===== src/rtl/add5_arbiter.sv =====
// add5_arbiter: two-requester front end for a shared 5-bit adder.
// Fair tie-break, one operation per IDLE/RUN/DONE round.
module add5_arbiter #(
  parameter int WIDTH = 5
) (
  input  logic             clk,
  input  logic             Reset,
  input  logic             req0,
  input  logic             req1,
  input  logic [WIDTH-1:0] a0,
  input  logic [WIDTH-1:0] b0,
  input  logic [WIDTH-1:0] a1,
  input  logic [WIDTH-1:0] b1,
  input  logic             cin0,
  input  logic             cin1,
  output logic             gnt0,
  output logic             gnt1,
  output logic             done0,
  output logic             done1,
  output logic [WIDTH-1:0] result,
  output logic             cout,
  output logic [WIDTH-1:0] add_a,
  output logic [WIDTH-1:0] add_b,
  output logic             add_e,
  output logic             add_stop,
  input  logic [WIDTH-1:0] add_s,
  input  logic             add_c
);

  localparam logic [1:0] IDLE = 2'd0;
  localparam logic [1:0] RUN  = 2'd1;
  localparam logic [1:0] DONE = 2'd2;

  logic [1:0]       state_q, state_d;
  logic             win_q, win_d;
  logic             last_q, last_d;
  logic [WIDTH-1:0] opa_q, opa_d;
  logic [WIDTH-1:0] opb_q, opb_d;
  logic             cin_q, cin_d;
  logic [WIDTH-1:0] result_q, result_d;
  logic             cout_q, cout_d;
  logic [1:0]       gnt_q, gnt_d;
  logic [1:0]       done_q, done_d;
  logic             pick1;
  logic             busy_d;

  // requester 1 wins when alone, or on a tie when 0 was served last
  assign pick1 = req1 & (~req0 | ~last_q);

  // next-state, arbitration, operand capture and result capture
  always_comb begin
    state_d  = state_q;
    win_d    = win_q;
    last_d   = last_q;
    opa_d    = opa_q;
    opb_d    = opb_q;
    cin_d    = cin_q;
    result_d = result_q;
    cout_d   = cout_q;
    case (state_q)
      IDLE: begin
        if (req0 | req1) begin
          state_d = RUN;
          win_d   = pick1;
          last_d  = pick1;
          opa_d   = pick1 ? a1 : a0;
          opb_d   = pick1 ? b1 : b0;
          cin_d   = pick1 ? cin1 : cin0;
        end
      end
      RUN: begin
        state_d  = DONE;
        result_d = add_s;
        cout_d   = add_c;
      end
      DONE: begin
        state_d = IDLE;
      end
      default: begin
        state_d = IDLE;
      end
    endcase
  end

  // grant and done are registered, decoded from the upcoming state
  always_comb begin
    busy_d    = (state_d == RUN) | (state_d == DONE);
    gnt_d     = 2'b00;
    done_d    = 2'b00;
    gnt_d[0]  = busy_d & ~win_d;
    gnt_d[1]  = busy_d & win_d;
    done_d[0] = (state_d == DONE) & ~win_d;
    done_d[1] = (state_d == DONE) & win_d;
  end

  // state registers; reset aborts any operation in flight
  always_ff @(posedge clk or negedge Reset) begin
    if (!Reset) begin
      state_q  <= IDLE;
      win_q    <= 1'b0;
      last_q   <= 1'b1;
      opa_q    <= '0;
      opb_q    <= '0;
      cin_q    <= 1'b0;
      result_q <= '0;
      cout_q   <= 1'b0;
      gnt_q    <= 2'b00;
      done_q   <= 2'b00;
    end else begin
      state_q  <= state_d;
      win_q    <= win_d;
      last_q   <= last_d;
      opa_q    <= opa_d;
      opb_q    <= opb_d;
      cin_q    <= cin_d;
      result_q <= result_d;
      cout_q   <= cout_d;
      gnt_q    <= gnt_d;
      done_q   <= done_d;
    end
  end

  // shared adder drive: live only in RUN, killed otherwise
  always_comb begin
    add_a    = '0;
    add_b    = '0;
    add_e    = 1'b0;
    add_stop = 1'b1;
    if (state_q == RUN) begin
      add_a    = opa_q;
      add_b    = opb_q;
      add_e    = cin_q;
      add_stop = 1'b0;
    end
  end

  assign gnt0   = gnt_q[0];
  assign gnt1   = gnt_q[1];
  assign done0  = done_q[0];
  assign done1  = done_q[1];
  assign result = result_q;
  assign cout   = cout_q;

endmodule


===== config.mk =====
export PLATFORM = sky130hd
export DESIGN_NAME = add5_arbiter
export DESIGN_NICKNAME = d
export VERILOG_FILES = /design/src/rtl/add5_arbiter.sv
export SDC_FILE = /design/constraint.sdc
export NUM_CORES = 1
export LEC_CHECK = 0
export BUFFER_PORTS_ARGS = -buffer_cell sky130_fd_sc_hd__buf_2
export CAP_MARGIN = 20
export CELL_PAD_IN_SITES_DETAIL_PLACEMENT = 0
export CELL_PAD_IN_SITES_GLOBAL_PLACEMENT = 1
export CORE_UTILIZATION = 36
export DETAILED_ROUTE_END_ITERATION = 8
export HOLD_SLACK_MARGIN = 0.02
export PLACE_DENSITY_LB_ADDON = 0.12
export RECOVER_POWER = 100
export SLEW_MARGIN = 40
export SYNTH_ARGS = -nofsm -noshare
export SYNTH_HDL_FRONTEND = slang
export SYNTH_SLANG_ARGS = --single-unit

===== constraint.sdc =====
create_clock -name clk -period 1.66 [get_ports clk]
set_input_delay 0 -clock clk [delete_from_list [all_inputs] [get_ports clk]]
set_output_delay 0 -clock clk [all_outputs]
set_load 0.01 [all_outputs]

Word-level counts from Yosys, hierarchy flattened

Cells that the tools add are included.

Bits in registers: 25
Bits of input ports: 32
Output and inout bits: 22

Equal/unequal tests: 3
Multiplexer cells: 11
Bitwise operators: 11
Reduce and logical (&&, ||, !) cells: 2

Operator list:

| operator           | count |
|---|---|
| $mux 5             | 4 |
| $and 1x1->1        | 5 |
| $mux 1             | 5 |
| $eq 2x1->1 const B | 2 |
| $pmux 2 s2         | 1 |
| $not 1->1          | 3 |
| $or 1x1->1         | 3 |
| $eq 2x2->1 const B | 1 |
| $logic_not 2->1    | 1 |
| $mux 2             | 1 |
| $reduce_and 2->1   | 1 |

Logic depth before layout (Yosys ltp)

Gate-level depths: netlist of the first run.

Word-level depth: 7
Depth in mapped cells: 5

Worst setup path before layout of the first run

No wires, ideal clock.

Path kind: reg-to-reg
Start point: register state_q[1]
End point: register cin_q
Library setup time: 0.129 ns
Data arrival time: 0.992 ns
Data required time: 1.531 ns
Slack: 0.539 ns
Stages on the path, launching flop included: 5
Path buffers: 1
Period minus slack after synthesis: 1.121 ns
Cell sequence: dfrtp_1 -> nor2_2 -> and2_4 -> buf_6 -> a31oi_2

Cells in the longest elaborated chain, start to end: 2

RTL lines:

| element                    | RTL line | source |
|---|---|---|
| start: declaration         | 34       | `logic [1:0] state_q, state_d;` |
| start signal: assignment   | 110      | `state_q <= state_d;` |
| $logic_not 2->1            | 60       | `case (state_q)` |
| $reduce_and 2->1 (no line) | n/a      |  |
| end signal: assignment     | 115      | `cin_q <= cin_d;` |
| end: declaration           | 39       | `logic cin_q, cin_d;` |

No other way between the ends.
A chain may end at the register's enable or synchronous reset.

Worst setup path after layout of the first run

Start point: register state_q[1]
End point: output add_a[4]

Cells in the longest elaborated chain, start to end: 2

RTL lines:

| element          | RTL line | source |
|---|---|---|
| $eq 2x1->1       | 129      | `if (state_q == RUN) begin` |
| $mux 5           | 129      |  |
| end: declaration | 22       | `output logic [WIDTH-1:0] add_a,` |

No other way between the ends.

==> impl_metrics.yaml, run 1 <==
timing:
  max_freq_mhz: 631
  drv_slew: 0
  fin_crit_ns: 1.58
  setup_viol: 0
  fin_hold_ws_ns: 0.396
  relSlewSlack: 0.0947
  rsz0062_at_grt: "no"
  hold_violations: 0
  fin_crit_sh: 0.954
  worst_pin_slew_ns: 1.36
  tns_ns: 0
  worst_clock_skew_ns: 0.00734
detailed_routing:
  via_per_inst: 4.58
  wl_mm: 2.96
  vias: 1176
  post-route-drc-count: 0
  drt_iter0_drc: 32
  wl_per_cell_um: 11.5
  dr.pass1.iters: 4
  antenna_left: 0
logic_synthesis:
  synth.avg_cell_area_sq_um: 9.64
  synth-simple-area-share: 0.238
  synth_edf_count: 0
  yosys_warnings: 0
  ys_top_cells_by_count: "41 x nand2_1, 24 x dfrtp_1, 13 x a21oi_1"
  synthMuxAreaShare: 0.00838
  synth_area_sq_um: 1190
  ys_seq_area_frac: 0.525
  synth_xor_area_frac: 0
  synth_top_area_share: 0.503
  syn_inst: 124
  synth-compound-area-share: 0.190
  syn_nets: 156
  synth_ff_type: "dfrtp_1"
  synth_area_leaders: "dfrtp_1 50%, nand2_1 13%, a31oi_2 9.4%, and2_1 6.3%, a21oi_1 5.4%"
  synth-async-reset-ratio: 1.00
  synth_area_leader_cell: "dfrtp_1"
  synthAdderAreaFrac: 0
  synth_top_family_by_area: "simple AND/OR/NAND/NOR gates"
  ys_ff_latch: 25
  yosysMostFrequentCell: "nand2_1"
  ys_types: 22
job:
  drv_cap: 0
critical_path:
  path_buf_inv: 3
  slowest_stage: "dfrtp_1"
  crit_family: "buffers and inverters"
  critPathLaunchType: "register"
  crit_path_end_kind: "output pin"
  crit_type: "reg2out"
  worstPathArrival_ns: 1.58
  cp_slowest_stage_delay_ns: 0.44
  critical_path_required_ns: 1.66
  path_cells: "buf_4 > nor2b_1 > buf_4 > and2_1 > buf_2"
  crit_top_cell: "buf_4"
  worstPathMaxFanout: 15
global_routing:
  grt-ovfl-total: 0
  grt_first_pass_wirelength_mm: 4.54
  grt_max_degree: 26
  grt_usage: 0.172
  antenna_found_initial: 0
  grt_pass1_vias: 1025
clock_tree:
  worstSkewPairLatency_ns: 0.32
  cts.clk_slew.worst_paths_ns: 0.13
  cts_tree: "built"
  numCtsBuffers: 3
  clk_path_buf_depth: 2
  cts-root-buf: "clkbuf_4"
  clock_sinks: 25
  htree_levels: 1
floorplan:
  dieHeight_um: 59.6
  io-pin-count: 54
  die_w_um: 59.6
  die_area_sq_um: 3550
  fp.coreArea_sq_um: 3100
  initial_utilization: 0.385
  num_rows: 20
layout:
  stdcell_area_sq_um: 1850
  syn_to_final_growth_pct: 55.0
  fillers: 310
  layout.nets: 246
  final_core_util: 0.597
  drive_above_1_share: 0.263
  diodes: 0
pwr:
  power_switching_uw: 1120
  worst_ir_drop_vdd_mv: 0.506
  swShare: 0.402
  p_per_area_nw_per_um2: 1510
  power_frac_clock: 0.098
  seqPwrFrac: 0.380
  p_leak_uw: 0.000855
  p_comb_frac: 0.522
  p_int_uw: 1670
placed_design:
  port_buffers: 53
  gp_congestion: 0.707
  dp_hpwl_mm: 1.77
  placed_area_sq_um: 1500
min_path:
  hp-class: "in2reg"
status:
  status: "completed"
==> flip-flops by register name, indices dropped and copies added (netlist names) <==
signal	count
opa_q	5
result	5
cin_q	1
last_q	1
gnt_q	2
cout	1
opb_q	5
win_q	1
state_q	2
done_q	2
==> cells in the final DEF (no fill, tap or decap), types with 2 or more instances in the layout <==
master and n:
buf_4 5, nand2_1 41, a31oi_2 9, dfrtp_1 24, a21oi_1 13, nand2b_1 2
buf_2 32, and2_0 2, clkbuf_4 3, and2_1 10, a31oi_1 3, nor2_1 2
dlygate4sd3_1 32, clkbuf_1 21
==> path summary, 6_finish.rpt <==
path	startpoint	cells past startpoint	to	slack [ns]
min in group asynchronous	Reset	2	done_q[1]	0.49
max reg2reg	state_q[0]	5	last_q	0.09
max in group asynchronous	Reset	2	state_q[1]	0.37
min reg2reg	result[1]	2	result[1]	0.49
min	add_s[1]	4	result[1]	0.40
max	state_q[1]	5	add_a[4]	0.08
==> layer usage <==
layer / vias up / track usage / share of wire
met5: - / 0 / 0
met3: 4 / 0.0197 / 0.039
met1: 541 / 0.218 / 0.45
met2: 37 / 0.308 / 0.51
met4: 0 / 0.0498 / 0.0068
li1: 594 / - / -
==> stage by stage <==
stage	worst slack [ns]	power, uW	cells
detailed placement	0.346	2460	218
finish	0.0761	2800	257
CTS	0.0815	2810	254
floorplan	0.539	1990	124
global placement	0.395	2440	218
global route	0.00720	3000	257
==> power groups by stage <==
stage                     combinational, uW  clock (uW)  sequential, uW
final                                  1460         274            1060
after global routing                   1610         294            1100
after CTS                              1460         281            1070
after detailed placement               1370           0            1090
after global placement                 1360           0            1080
after floorplan                         873           0            1120
==> area by class of cell <==
cell class / instances / area [sq um] / area share
flip-flops and latches: 25 / 627 / 0.339
multi-input cells: 91 / 526 / 0.284
inverters: 1 / 3.75 / 0.00203
clock buffers: 3 / 22.5 / 0.0122
well taps: 44 / 55.1 / 0.0297
repair buffers: 92 / 613 / 0.331
clock inverters: 1 / 5.00 / 0.00270
==> worst register-to-register path: stages, from the launching register on <==
cell and delay (ns):
dfrtp_1 0.44, nor2_4 0.14, buf_6 0.14, a21oi_1 0.06, a31oi_1 0.16, dlygate4sd3_1 0.59
==> logic make-up after synthesis <==
| kind of cell | Yosys count |
|---|---|
| AOI/OAI and AO/OA | 28 |
| DFF | 25 |
| muxes | 1 |
| buffers and inverters | 8 |
| and+or+nand+nor | 62 |
==> repair_timing <==
item | in CTS | in global routing
buffers inserted | 0 | 3
endpoints found under the setup margin | 0 | 1
hold endpoints to repair | 44 | 0
hold buffers | 32 | 0
resized for setup | 0 | 2
Power figures use the tool's default switching activity.
==> run 2: changes to the inputs <==
CELL_PAD_IN_SITES_DETAIL_PLACEMENT = 1   (was 0)
CORE_ASPECT_RATIO = 0.8   (was unset)
==> impl_metrics.yaml, run 2 (synthesis results as in run 1) <==
status:
  status: "completed"
timing:
  hold_violations: 0
  rsz0062_at_grt: "no"
  fin_crit_sh: 0.863
  relSlewSlack: 0.577
  fin_hold_ws_ns: 0.0153
  drv_slew: 0
  worst_pin_slew_ns: 0.635
  setup_viol: 0
  fin_crit_ns: 1.43
  tns_ns: 0
  worst_clock_skew_ns: 0.00264
  max_freq_mhz: 698
critical_path:
  cp_slowest_stage_delay_ns: 0.43
  worstPathMaxFanout: 11
  crit_path_end_kind: "output pin"
  regToRegStartpoint: "last_q"
  slowest_stage: "dfrtp_1"
  rr_endpoint: "opa_q[0]"
  critPathLaunchType: "register"
  worst-r2r-cell-count: 3
  path_buf_inv: 2
  critical_path_required_ns: 1.66
  crit_type: "reg2out"
  crit_family: "flip-flops"
  reg2reg_slack_ns: 0.29
  worstPathArrival_ns: 1.43
  path_cells: "nor2b_1 > buf_4 > and2_1 > clkbuf_1"
global_routing:
  grt_first_pass_wirelength_mm: 5.87
  grt_usage: 0.223
  grt-ovfl-total: 0
  grt_max_degree: 26
  grt_pass1_vias: 1249
  antenna_found_initial: 0
detailed_routing:
  antenna_left: 0
  vias: 1165
  dr.pass1.iters: 4
  post-route-drc-count: 0
  wl_per_cell_um: 14.7
  drt_iter0_drc: 34
  wl_mm: 3.57
  via_per_inst: 4.79
placed_design:
  gp_congestion: 0.770
  port_buffers: 53
  dp_hpwl_mm: 2.29
  placed_area_sq_um: 1500
  place_inst: 214
floorplan:
  initial_utilization: 0.382
  die_area_sq_um: 3550
  die_w_um: 66.4
  num_rows: 18
  dieHeight_um: 53.5
  io-pin-count: 54
  fp.coreArea_sq_um: 3130
layout:
  syn_to_final_growth_pct: 46.8
  drive_above_1_share: 0.246
  finish.cell_count_without_fillers: 243
  fillers: 380
  layout_common_cells: "41 x nand2_1, 32 x buf_2, 25 x dlygate4sd3_1"
  layout.nets: 236
  stdcell_area_sq_um: 1750
  diodes: 0
  final_common_cell: "nand2_1"
clock_tree:
  numCtsBuffers: 3
  cts_setup_buffers: 0
  htree_levels: 1
  cts.clk_slew.worst_paths_ns: 0.08
  cts_tree: "built"
  cts-root-buf: "clkbuf_8"
  worstSkewPairLatency_ns: 0.27
  clk_path_buf_depth: 2
  clock_sinks: 25
min_path:
  hold_path_depth: 3
  hp-class: "in2reg"
  hold_start: "a0[0]"
  min_to: "opa_q[0]"
pwr:
  p_comb_frac: 0.482
  seqPwrFrac: 0.389
  power_frac_clock: 0.130
  p_leak_uw: 0.000817
  swShare: 0.410
  p_per_area_nw_per_um2: 1600
  power_switching_uw: 1150
  worst_ir_drop_vdd_mv: 0.666
  power.total_uw: 2800
  p_int_uw: 1650
job:
  drv_cap: 0
[run 2: changes by cell type in the layout (fill, tap and decap cells not counted), sizes merged]
cell	delta
buf	-2
dlygate4sd3	-7
clkinv	-1
[run 2: worst max path at each step]
stage               cells after the start        to       start  slack, ns
global route                            4  add_a[0]  state_q[0]       0.12
finish                                  4  add_a[0]  state_q[0]       0.23
detailed placement                      4  opa_q[0]  state_q[1]       0.34
floorplan                               4     cin_q  state_q[1]       0.54
CTS                                     5  opa_q[0]        req0       0.25
global placement                        3  opa_q[4]  state_q[1]       0.37
[run 2: power by group through the flow]
stage | clock network [uW] | logic [uW] | registers [uW]
finish | 363 | 1350 | 1090
global placement | 0 | 1350 | 1080
detailed placement | 0 | 1400 | 1100
CTS | 375 | 1450 | 1090
floorplan | 0 | 873 | 1120
global route | 398 | 1520 | 1130
[run 2: worst min-delay path, delay by kind of cell]
family / cells / cell delay, ns
simple gates: 1 / 0.05
compound gates: 1 / 0.09
buf+inv: 1 / 0.09
[run 2: per-stage QoR]
step	utilization	setup WS [ns]
after floorplan	-	0.539
after global placement	0.478	0.365
after detailed placement	0.478	0.339
after CTS	0.572	0.245
after global routing	0.560	0.120
final	0.560	0.228
[run 2: layout make-up]
class                      count  area, sq um  area share
clock buffer                   4         45.0      0.0257
inverter                       1         3.75     0.00214
multi-input combinational     91          508       0.290
sequential                    25          627       0.357
tap                           40         50.0      0.0285
timing repair buffer          82          520       0.297
[run 2: what timing repair did]
item,CTS,global route
resized for setup,0,0
hold endpoints to repair,40,0
hold buffers,25,0
[run 2: per-layer routing]
layer / wire length [um] / part of all wire / GRT usage
met2: 1920 / 0.54 / 0.420
met3: 151 / 0.042 / 0.0466
met1: 1470 / 0.41 / 0.267
met5: 0 / 0 / 0
met4: 27 / 0.0076 / 0.0390
==> run 3: changes to the inputs <==
ABC_AREA = 1   (was unset)
CORE_MARGIN = 1.5   (was unset)
CORE_UTILIZATION = 34   (was 36)
==> impl_metrics.yaml, run 3 <==
logic_synthesis:
  yosysMostFrequentCell: "nand2_1"
  yosys_warnings: 0
  ys_types: 14
  ys_seq_area_frac: 0.507
  syn_inst: 162
  synth_top_area_share: 0.486
  ys_top_cells_by_count: "61 x nand2_1, 25 x inv_1, 24 x dfrtp_1"
  synth_ff_type: "dfrtp_1"
  ys_ff_latch: 25
  syn_nets: 194
  synth_area_leaders: "dfrtp_1 49%, nand2_1 19%, inv_1 7.6%, nand3b_1 6.7%, nand3_1 4.9%"
  synth_edf_count: 0
  synth_area_sq_um: 1240
  synth.avg_cell_area_sq_um: 7.63
  synth-async-reset-ratio: 1.00
  synth_area_leader_cell: "dfrtp_1"
floorplan:
  io-pin-count: 54
  initial_utilization: 0.359
  fp.coreArea_sq_um: 3450
  num_rows: 19
  die_w_um: 70.4
  die_area_sq_um: 4010
  dieHeight_um: 56.9
layout:
  layout_common_cells: "61 x nand2_1, 31 x buf_2, 25 x inv_1"
  drive_above_1_share: 0.176
  finish.cell_count_without_fillers: 263
  diodes: 0
  layout.nets: 254
  final_common_cell: "nand2_1"
  final_core_util: 0.466
  syn_to_final_growth_pct: 30.0
timing:
  fin_crit_sh: 0.892
  hold_violations: 0
  worst_clock_skew_ns: 0.00276
  worst_pin_slew_ns: 1.34
  fin_crit_ns: 1.48
  relSlewSlack: 0.107
  drv_slew: 0
  rsz0062_at_grt: "no"
  tns_ns: 0
  setup_viol: 0
  max_freq_mhz: 675
global_routing:
  grt-ovfl-total: 0
  grt_usage: 0.190
  antenna_found_initial: 0
  grt_first_pass_wirelength_mm: 5.93
  grt_max_degree: 26
  grt_pass1_vias: 1304
min_path:
  hp-class: "in2reg"
  hold_start: "b0[3]"
status:
  status: "completed"
clock_tree:
  htree_levels: 1
  clk_path_buf_depth: 2
  worstSkewPairLatency_ns: 0.27
  clock_sinks: 25
  cts-root-buf: "clkbuf_8"
  cts_tree: "built"
  numCtsBuffers: 3
  cts.clk_slew.worst_paths_ns: 0.08
  cts_resized: 0
critical_path:
  worstPathArrival_ns: 1.48
  crit_type: "reg2out"
  worstPathMaxFanout: 21
  critical_path_required_ns: 1.66
  crit_path_end_kind: "output pin"
  cp-startpoint: "state_q[1]"
  regToRegStartpoint: "state_q[1]"
  critPathLaunchType: "register"
placed_design:
  place_inst: 251
  gp_congestion: 0.809
  dp_hpwl_mm: 2.41
  port_buffers: 53
detailed_routing:
  antenna_left: 0
  wl_mm: 3.39
  vias: 1172
  dr.pass1.iters: 2
  drt_iter0_drc: 51
  post-route-drc-count: 0
  wl_per_cell_um: 12.9
  via_per_inst: 4.46
pwr:
  p_per_area_nw_per_um2: 1610
  worst_ir_drop_vdd_mv: 0.761
  p_leak_uw: 0.000906
  power.total_uw: 2580
job:
  drv_cap: 0
==> run 3: cell types whose count changed after synthesis, moves of 3 or more <==
cell,previous run,this run
inv_1,0,25
nand2_1,41,61
nor2_1,2,16
a21oi_1,13,1
and2_1,12,0
nand3_1,0,12
nand3b_1,1,11
a31oi_2,9,0
a31oi_1,3,0
==> run 3: logic make-up (layout without fill, tap and decap cells) <==
family,Yosys count,in the layout,share of synthesized area
buffers and inverters,33,92,0.114
and+or+nand+nor,102,102,0.367
AOI/OAI and AO/OA,2,2,0.0111
DFF,25,25,0.507
==> run 3: worst paths after layout <==
kind | to | slack [ns] | cells after the start
min in group asynchronous | result[3] | 0.56 | 2
max | add_a[1] | 0.18 | 4
max in group asynchronous | result[0] | 0.31 | 2
min | opb_q[3] | 0.03 | 5
max reg2reg | gnt_q[1] | 0.28 | 5
min reg2reg | last_q | 0.47 | 2
==> run 3: report_power, final <==
part | internal (uW) | leakage [uW] | switching [uW]
Combinational | 382 | 0.000576 | 774
Clock | 172 | 0.0000228 | 189
Sequential | 914 | 0.000307 | 151
==> run 3: timing repair <==
item / in CTS / in global routing
setup buffers: 0 / 0
hold buffers: 8 / 0
endpoints found under the hold margin: 31 / 0
==> run 3: stage by stage <==
step,setup WS [ns],hold WS [ns],instance area [sq um]
after floorplan,0.596,-0.296,1240
after global routing,0.0412,0.0450,1610
final,0.179,0.0294,1610
after detailed placement,0.370,0.0342,1520
after global placement,0.453,0.0265,1520
after CTS,0.178,0.0230,1640
==> run 3: layer usage <==
layer,up-vias,part of all wire,track usage
li1,597,-,-
met1,539,0.45,0.224
met2,30,0.49,0.346
met3,6,0.050,0.0442
met4,0,0.012,0.0577
met5,-,0,0
==> run 3: worst max-delay path: stages (launching register included) <==
cell	delay, ns
dfrtp_1	0.42
nor2_4	0.24
inv_2	0.21
nor2_1	0.16
clkbuf_1	0.17
==> run 3: area by class of cell <==
class | count | area (sq um)
fillers | 468 | 1840
flip-flops and latches | 25 | 627
multi-input cells | 104 | 459
repair buffers | 62 | 325
inverters | 26 | 97.6
well taps | 42 | 52.6
clock buffers | 4 | 45.0
